**src/rtl/dma_start_request_arbiter_pkg.sv**
```systemverilog
// Shared types and helpers for the DMA start-request arbiter.
// The optional merge-status feature is enabled with DMA_START_MERGE_STAT_EN.
package dma_start_arb_pkg;

    localparam int MAX_INT_BDS = 32;

    typedef enum logic {
        ST_IDLE,
        ST_OFFER
    } arbState_t;

    function automatic int clog2(input int value);
        int bits;
        bits = 0;
        while ((1 << bits) < value) begin
            bits = bits + 1;
        end
        return bits;
    endfunction

endpackage

```
**src/rtl/dma_start_request_arbiter_if.sv**
```systemverilog
// Valid/ready request stream carrying the index of the BD offered to the DMA dispatcher.
interface dma_start_request_arbiter_if #(
    parameter int IDX_W = 2
);
    logic             reqValid;
    logic [IDX_W-1:0] reqBdIdx;
    logic             reqReady;

    modport master (
        output reqValid,
        output reqBdIdx,
        input  reqReady
    );

    modport slave (
        input  reqValid,
        input  reqBdIdx,
        output reqReady
    );
endinterface

```
**src/rtl/dma_start_request_arbiter_rr_pick.sv**
```systemverilog
// Combinational round-robin picker: first set bit above lastGrant, wrapping around.
module dma_rr_pick #(
    parameter int NUM_INT_BDS = 4,
    parameter int IDX_W       = 2
) (
    input  logic [NUM_INT_BDS-1:0] vec,
    input  logic [IDX_W-1:0]       last,
    output logic [IDX_W-1:0]       idx,
    output logic                   anyValid
);

    logic [IDX_W-1:0] probe;

    // Walk from the lowest-priority slot (last itself) to the highest (last+1) so the final hit wins.
    always_comb begin
        idx      = '0;
        anyValid = 1'b0;
        probe    = '0;
        for (int k = NUM_INT_BDS; k >= 1; k--) begin
            probe = IDX_W'((int'(last) + k) % NUM_INT_BDS);
            if (vec[probe]) begin
                idx      = probe;
                anyValid = 1'b1;
            end
        end
    end

endmodule

```
**src/rtl/dma_start_request_arbiter.sv**
```systemverilog
// Captures startDMAOp pulses into a pending vector and round-robin offers them as a request stream.
// Optional sticky merge flags are built when DMA_START_MERGE_STAT_EN is defined.
module dma_start_request_arbiter
    import dma_start_arb_pkg::*;
#(
    parameter int NUM_INT_BDS = 4,
    localparam int IDX_W      = (NUM_INT_BDS > 1) ? clog2(NUM_INT_BDS) : 1
) (
    input  logic                   clock,
    input  logic                   reset,
    input  logic [NUM_INT_BDS-1:0] startDMAOp,
    input  logic                   flushPending,
    dma_start_request_arbiter_if.master req,
    output logic [NUM_INT_BDS-1:0] pendingBds,
    output logic [NUM_INT_BDS-1:0] mergeStat,
    input  logic [NUM_INT_BDS-1:0] mergeClr
);

    arbState_t              state;
    logic [NUM_INT_BDS-1:0] pending;
    logic [IDX_W-1:0]       lastGrant;
    logic                   reqValidQ;
    logic [IDX_W-1:0]       reqBdIdxQ;

    logic                   handshake;
    logic [NUM_INT_BDS-1:0] offeredMask;
    logic [NUM_INT_BDS-1:0] grantMask;
    logic [NUM_INT_BDS-1:0] pendingKept;
    logic [IDX_W-1:0]       pickLast;
    logic [IDX_W-1:0]       pickIdx;
    logic                   pickAny;

    assign handshake   = reqValidQ & req.reqReady;
    assign offeredMask = reqValidQ ? (NUM_INT_BDS'(1) << reqBdIdxQ) : '0;
    assign grantMask   = handshake ? offeredMask : '0;

    // Flush never touches the offered BD; new starts are OR-ed in afterwards so they beat flush and grant.
    assign pendingKept = (flushPending ? (pending & offeredMask) : pending) & ~grantMask;
    assign pickLast    = handshake ? reqBdIdxQ : lastGrant;

    dma_rr_pick #(
        .NUM_INT_BDS(NUM_INT_BDS),
        .IDX_W      (IDX_W)
    ) uRrPick (
        .vec     (pendingKept),
        .last    (pickLast),
        .idx     (pickIdx),
        .anyValid(pickAny)
    );

    always_ff @(posedge clock or posedge reset) begin
        if (reset) begin
            state     <= ST_IDLE;
            pending   <= '0;
            lastGrant <= IDX_W'(NUM_INT_BDS - 1);
            reqValidQ <= 1'b0;
            reqBdIdxQ <= '0;
        end else begin
            pending <= pendingKept | startDMAOp;
            if (handshake) begin
                lastGrant <= reqBdIdxQ;
            end
            case (state)
                ST_IDLE: begin
                    if (pickAny) begin
                        state     <= ST_OFFER;
                        reqValidQ <= 1'b1;
                        reqBdIdxQ <= pickIdx;
                    end
                end
                ST_OFFER: begin
                    // Offer stays stable until accepted, then chains straight into the next pick.
                    if (handshake) begin
                        if (pickAny) begin
                            reqBdIdxQ <= pickIdx;
                        end else begin
                            state     <= ST_IDLE;
                            reqValidQ <= 1'b0;
                        end
                    end
                end
                default: begin
                    state     <= ST_IDLE;
                    reqValidQ <= 1'b0;
                end
            endcase
        end
    end

    assign req.reqValid = reqValidQ;
    assign req.reqBdIdx = reqBdIdxQ;
    assign pendingBds   = pending;

`ifdef DMA_START_MERGE_STAT_EN
    logic [NUM_INT_BDS-1:0] mergeEvent;
    logic [NUM_INT_BDS-1:0] mergeStatQ;

    // A start on an already-pending BD that is not being granted this cycle folds into the existing request.
    assign mergeEvent = startDMAOp & pending & ~grantMask;

    always_ff @(posedge clock or posedge reset) begin
        if (reset) begin
            mergeStatQ <= '0;
        end else begin
            mergeStatQ <= (mergeStatQ & ~mergeClr) | mergeEvent;
        end
    end

    assign mergeStat = mergeStatQ;
`else
    logic unusedMergeClr;

    assign unusedMergeClr = ^mergeClr;
    assign mergeStat      = '0;
`endif

endmodule

```
**src/flat_wrapper.sv**
```systemverilog
// flat-port wrapper written by rule: the top's interface ports become plain ports
module dma_start_request_arbiter_flat import dma_start_arb_pkg::*;
#(
    parameter int NUM_INT_BDS = 4,
    localparam int IDX_W      = (NUM_INT_BDS > 1) ? clog2(NUM_INT_BDS) : 1
)
  (clock, reset, startDMAOp, flushPending, pendingBds, mergeStat, mergeClr, req_reqValid, req_reqBdIdx, req_reqReady);
  dma_start_request_arbiter_if #(.IDX_W(2)) req_i ();
  input  logic clock;
  input  logic reset;
  input  logic [NUM_INT_BDS-1:0] startDMAOp;
  input  logic flushPending;
  output logic [NUM_INT_BDS-1:0] pendingBds;
  output logic [NUM_INT_BDS-1:0] mergeStat;
  input  logic [NUM_INT_BDS-1:0] mergeClr;
  output wire logic [$bits(req_i.reqValid)-1:0] req_reqValid;
  output wire logic [$bits(req_i.reqBdIdx)-1:0] req_reqBdIdx;
  input wire logic [$bits(req_i.reqReady)-1:0] req_reqReady;
  assign req_reqValid = req_i.reqValid;
  assign req_reqBdIdx = req_i.reqBdIdx;
  assign req_i.reqReady = req_reqReady;
  dma_start_request_arbiter #(.NUM_INT_BDS(NUM_INT_BDS)) u_core (.clock(clock), .reset(reset), .startDMAOp(startDMAOp), .flushPending(flushPending), .req(req_i), .pendingBds(pendingBds), .mergeStat(mergeStat), .mergeClr(mergeClr));
endmodule
```
**config.mk**
```make
export PLATFORM = sky130hd
export DESIGN_NAME = dma_start_request_arbiter_flat
export DESIGN_NICKNAME = d
export VERILOG_FILES = /design/src/rtl/dma_start_request_arbiter_pkg.sv /design/src/rtl/dma_start_request_arbiter_if.sv /design/src/rtl/dma_start_request_arbiter_rr_pick.sv /design/src/rtl/dma_start_request_arbiter.sv /design/src/flat_wrapper.sv
export SDC_FILE = /design/constraint.sdc
export NUM_CORES = 1
export LEC_CHECK = 0
export CORE_MARGIN = 2
export CORE_UTILIZATION = 35
export CTS_CLUSTER_DIAMETER = 200
export DETAILED_ROUTE_END_ITERATION = 16
export PLACE_DENSITY = 0.65
export REMOVE_ABC_BUFFERS = 1
export SETUP_SLACK_MARGIN = 0.15
export SKIP_LAST_GASP = 1
export SLEW_MARGIN = 25
export SYNTH_ARGS = -nofsm -noshare
export SYNTH_HDL_FRONTEND = slang
export SYNTH_HIERARCHICAL = 1
export SYNTH_SLANG_ARGS = --single-unit
export TNS_END_PERCENT = 100
```
**constraint.sdc**
```tcl
create_clock -name clock -period 3 [get_ports clock]
set_clock_uncertainty 0.05 [all_clocks]
set_input_delay 0.3 -clock clock [delete_from_list [all_inputs] [get_ports clock]]
set_output_delay 0.3 -clock clock [all_outputs]
set_load 0.02 [all_outputs]
```
==> results_tabular.tex <==
\begin{tabular}{lr}
\hline
Metric & Value \\
\hline
\multicolumn{2}{l}{\textbf{Final layout}} \\
\quad Sequential cell area in the final layout & 253 µm² \\
\quad Final Non-Filler Cells & 104 \\
\quad Fin util & 46.4\% \\
\quad Share of cells above drive strength 1 & 17.7\% \\
\quad Number of antenna diodes & 0 \\
\quad Number of filler cells placed in the layout & 166 \\
\quad Layout Nets & 92 \\
\quad Growth of design area from synthesis to finish & 26.3\% \\
\quad Multi-input gate area in the final layout & around 310 µm² \\
\multicolumn{2}{l}{\textbf{Synthesis}} \\
\quad Yosys synthesis warning count & 6 \\
\quad Largest cells by area after synthesis & sky130\_fd\_sc\_hd\_\_dfrtp\_1 (32\%), sky130\_fd\_sc\_hd\_\_dfstp\_2 (8.4\%), sky130\_fd\_sc\_hd\_\_buf\_4 (6.0\%) \\
\quad Gate count after technology mapping & between 60 and 70 \\
\quad Number of synthesized flops with an enable pin & 0 \\
\quad Cell taking the most area after synthesis & sky130\_fd\_sc\_hd\_\_dfrtp\_1 \\
\quad Syn Std Cell Area & 627 µm² \\
\quad Synth Register Bits & 10 \\
\quad Most used flip-flop cell after synthesis & sky130\_fd\_sc\_hd\_\_dfrtp\_1 \\
\quad Post-synth cell types & 30 \\
\quad Post-synthesis average cell area & 9.64 µm² \\
\quad Share of async-settable or async-resettable flops after synthesis & 100\% \\
\quad Proportion of synthesized chip area in sequential cells & 40.3\% \\
\quad Portion of synthesized cell area occupied by the leading cell type & 31.9\% \\
\multicolumn{2}{l}{\textbf{Clock tree}} \\
\quad Master cell of the clock root buffer & sky130\_fd\_sc\_hd\_\_clkbuf\_4 \\
\quad Clock transition time at the flip-flop clock pins of the worst setup and hold paths & 0.07 ns \\
\quad Insertion delay to the later sink of the worst-skew pair & 0.27 ns \\
\quad Sinks on the clock net & 10 \\
\quad Number of H-tree branching levels & 1 \\
\quad Clock Tree Buf Depth & 2 \\
\quad Clock tree from TritonCTS & yes \\
\quad Resize count post-CTS & 0 \\
\quad Inserted Clock Buffers & 3 \\
\quad Number of buffers added for setup after CTS & 0 \\
\quad Hold\_buf cts & 0 \\
\multicolumn{2}{l}{\textbf{STA}} \\
\quad Tcrit/Tclk final & 74.1\% \\
\quad Setup repair after global routing missed its margin & no \\
\quad Post-layout min period & 2.22 ns \\
\quad Slew Limit Fails & 0 \\
\quad Maximum clock frequency & 450 MHz \\
\quad Total negative slack & 0 ns \\
\quad Total of endpoints with negative setup slack in the final report & 0 \\
\quad Number of hold violations in the final report & 0 \\
\quad Hold Worst Slack & 0.256 ns \\
\multicolumn{2}{l}{\textbf{Critical path}} \\
\quad Slowest cell on crit path & sky130\_fd\_sc\_hd\_\_dfrtp\_1 \\
\quad Highest fanout seen on the critical path & 11 \\
\quad Worst EP arrival & 2.32 ns \\
\quad Startpoint kind of the worst setup timing path & flip-flop \\
\quad Nature of the critical path endpoint & flip-flop \\
\quad Number of cells on the worst reg-to-reg path & 7 \\
\quad Worst Path Required & 3.10 ns \\
\quad Series of cell instances along the critical path & or3b\_1 > a211oi\_2 > nor2\_1 > nand2\_1 > inv\_1 > a21o\_1 > mux2\_1 \\
\quad Worst stage delay on the critical path & 0.52 ns \\
\quad Reg2Reg Launch Point & u\_core/req.reqValid \\
\quad Reg2Reg Capture Point & u\_core/req.reqBdIdx[0] \\
\quad Register-to-register setup slack & around 0.8 ns \\
\quad Crit Path Class & flip-flop to flip-flop \\
\quad Timing startpoint of the critical path & u\_core/req.reqValid \\
\multicolumn{2}{l}{\textbf{Run status}} \\
\quad Run status & complete, no violations \\
\multicolumn{2}{l}{\textbf{Global route}} \\
\quad Pin count of the biggest net entering global routing & 12 \\
\quad Wire length of the first global-routing pass & $\sim$1.9 mm \\
\quad Overall routing resource usage & around an eighth \\
\quad Via count of the first global-routing pass & 412 \\
\quad Remaining global-route overflow & 0 \\
\quad Antenna violations before repair & 0 \\
\multicolumn{2}{l}{\textbf{Floorplanning}} \\
\quad Core Rows & 15 \\
\quad Die Area & 2150 µm² \\
\quad Core area & 1710 µm² \\
\quad Top-level port count & 23 \\
\quad Height of the die & 46.3 µm \\
\quad Effective utilization at floorplan & between 30\% and 40\% \\
\quad Die Wd & approximately 46 µm \\
\multicolumn{2}{l}{\textbf{Hold path}} \\
\quad Worst min-delay path class & input port to async pin \\
\multicolumn{2}{l}{\textbf{Routing}} \\
\quad First-pass DRT Iterations & 4 \\
\quad Number of design rule violations left after detail routing & 0 \\
\quad Number of vias per cell & 4.77 \\
\quad Routed length per instance & 11.8 µm \\
\quad Remaining number of nets flagged by the antenna check after routing & 0 \\
\quad Initial DRC count & 7 \\
\quad Number of vias after detailed routing & 496 \\
\quad Total wire length & between 1 and 1.5 mm \\
\multicolumn{2}{l}{\textbf{Power and ir drop}} \\
\quad Worst IR Drop VDD & 217 µV \\
\quad Total Power Consumption & 0.319 mW \\
\quad Static leakage & 0.341 nW \\
\quad Total power divided by cell area & between 400 and 500 nW/µm² \\
\multicolumn{2}{l}{\textbf{Placed design}} \\
\quad Buffers on Ports & 14 \\
\quad DP Wirelength & 922 µm \\
\quad Routability congestion estimate from global placement & 0.741 \\
\quad Dpl cells & 100 \\
\multicolumn{2}{l}{\textbf{Job}} \\
\quad Max cap viols & 0 \\
\hline
\end{tabular}
flip-flops by register name, summed over array words and instances (netlist names):
register	flops
u_core/pendingBds	4
u_core/lastGrant	2
u_core/req.reqBdIdx	2
u_core/req.reqValid	1
u_core/state	1
cell usage after synthesis (2+ instances only):
| cell type | instances |
|---|---|
| sky130_fd_sc_hd__dfstp_2 | 2 |
| sky130_fd_sc_hd__nand2b_1 | 3 |
| sky130_fd_sc_hd__nand2_1 | 7 |
| sky130_fd_sc_hd__a31oi_1 | 2 |
| sky130_fd_sc_hd__mux2_1 | 2 |
| sky130_fd_sc_hd__a31o_2 | 3 |
| sky130_fd_sc_hd__a21oi_1 | 3 |
| sky130_fd_sc_hd__dfrtp_1 | 8 |
| sky130_fd_sc_hd__nand4b_1 | 2 |
| sky130_fd_sc_hd__nor2_1 | 2 |
| sky130_fd_sc_hd__inv_1 | 5 |
| sky130_fd_sc_hd__mux2_2 | 2 |
| sky130_fd_sc_hd__and3_1 | 3 |
| sky130_fd_sc_hd__buf_4 | 5 |
report_power, final:
part | switching (mW) | internal (mW)
Combinational | 0.0286 | 0.0249
Clock | 0.0510 | 0.0737
Sequential | 0.00232 | 0.139
worst max-delay path, delay by kind of cell (launching register included):
family          cells  cell delay (ns)
compound gates      2             0.56
buf+inv             1             0.07
flops               1             0.52
mux                 1             0.31
simple gates        3             0.58
metal layers:
metal | routed length (µm) | vias to the layer above | GRT usage (%)
met5 | 0 | - | 0
met4 | 0 | 0 | 3.43
met3 | 53 | 0 | 4.71
met2 | 574 | 9 | 15.0
met1 | 603 | 237 | 21.4
li1 | - | 250 | -
layout make-up:
cell class	count	share of cell area (%)
multi-input cells	46	39.5
inverters	5	2.37
flip-flops and latches	10	31.9
repair buffers	14	17.7
clock buffers	4	4.58
well taps	25	3.95
cell families after synthesis:
family,Yosys count,synth area share (%)
other,1,0.598
buffers and inverters,12,11.6
flip-flops,10,40.3
AO/OA/AOI/OAI,13,16.4
multiplexers,5,8.78
AND/OR/NAND/NOR,24,22.4
how the worst max path moves through the flow:
stage,end,slack (ns),depth (start not counted)
final,u_core/req.reqBdIdx[0],0.78,7
after global routing,u_core/req.reqBdIdx[1],0.68,7
after CTS,u_core/req.reqBdIdx[1],0.78,7
after detailed placement,u_core/req.reqBdIdx[0],0.69,7
after global placement,u_core/req.reqBdIdx[0],0.69,7
after floorplan,u_core/req.reqBdIdx[0],0.89,7
placed cells by master, fill, tap and decap left out, types with 3 or more instances in the layout:
master                            synthesis  routed
sky130_fd_sc_hd__clkbuf_4                 0       3
sky130_fd_sc_hd__conb_1                   1       4
sky130_fd_sc_hd__a21oi_1                  3       3
sky130_fd_sc_hd__a31o_2                   3       3
sky130_fd_sc_hd__nand2b_1                 3       3
sky130_fd_sc_hd__nand2_1                  7       7
sky130_fd_sc_hd__dfrtp_1                  8       8
sky130_fd_sc_hd__clkdlybuf4s50_1          0      14
sky130_fd_sc_hd__inv_1                    5       5
sky130_fd_sc_hd__and3_1                   3       3
metrics by stage:
step	cell area, µm²	worst slack (ns)
2_1_floorplan	584	0.895
3_3_place_gp	756	0.693
3_5_place_dp	756	0.694
4_1_cts	792	0.780
5_1_grt	792	0.682
6_report	792	0.778
Power figures use the tool's default switching activity.
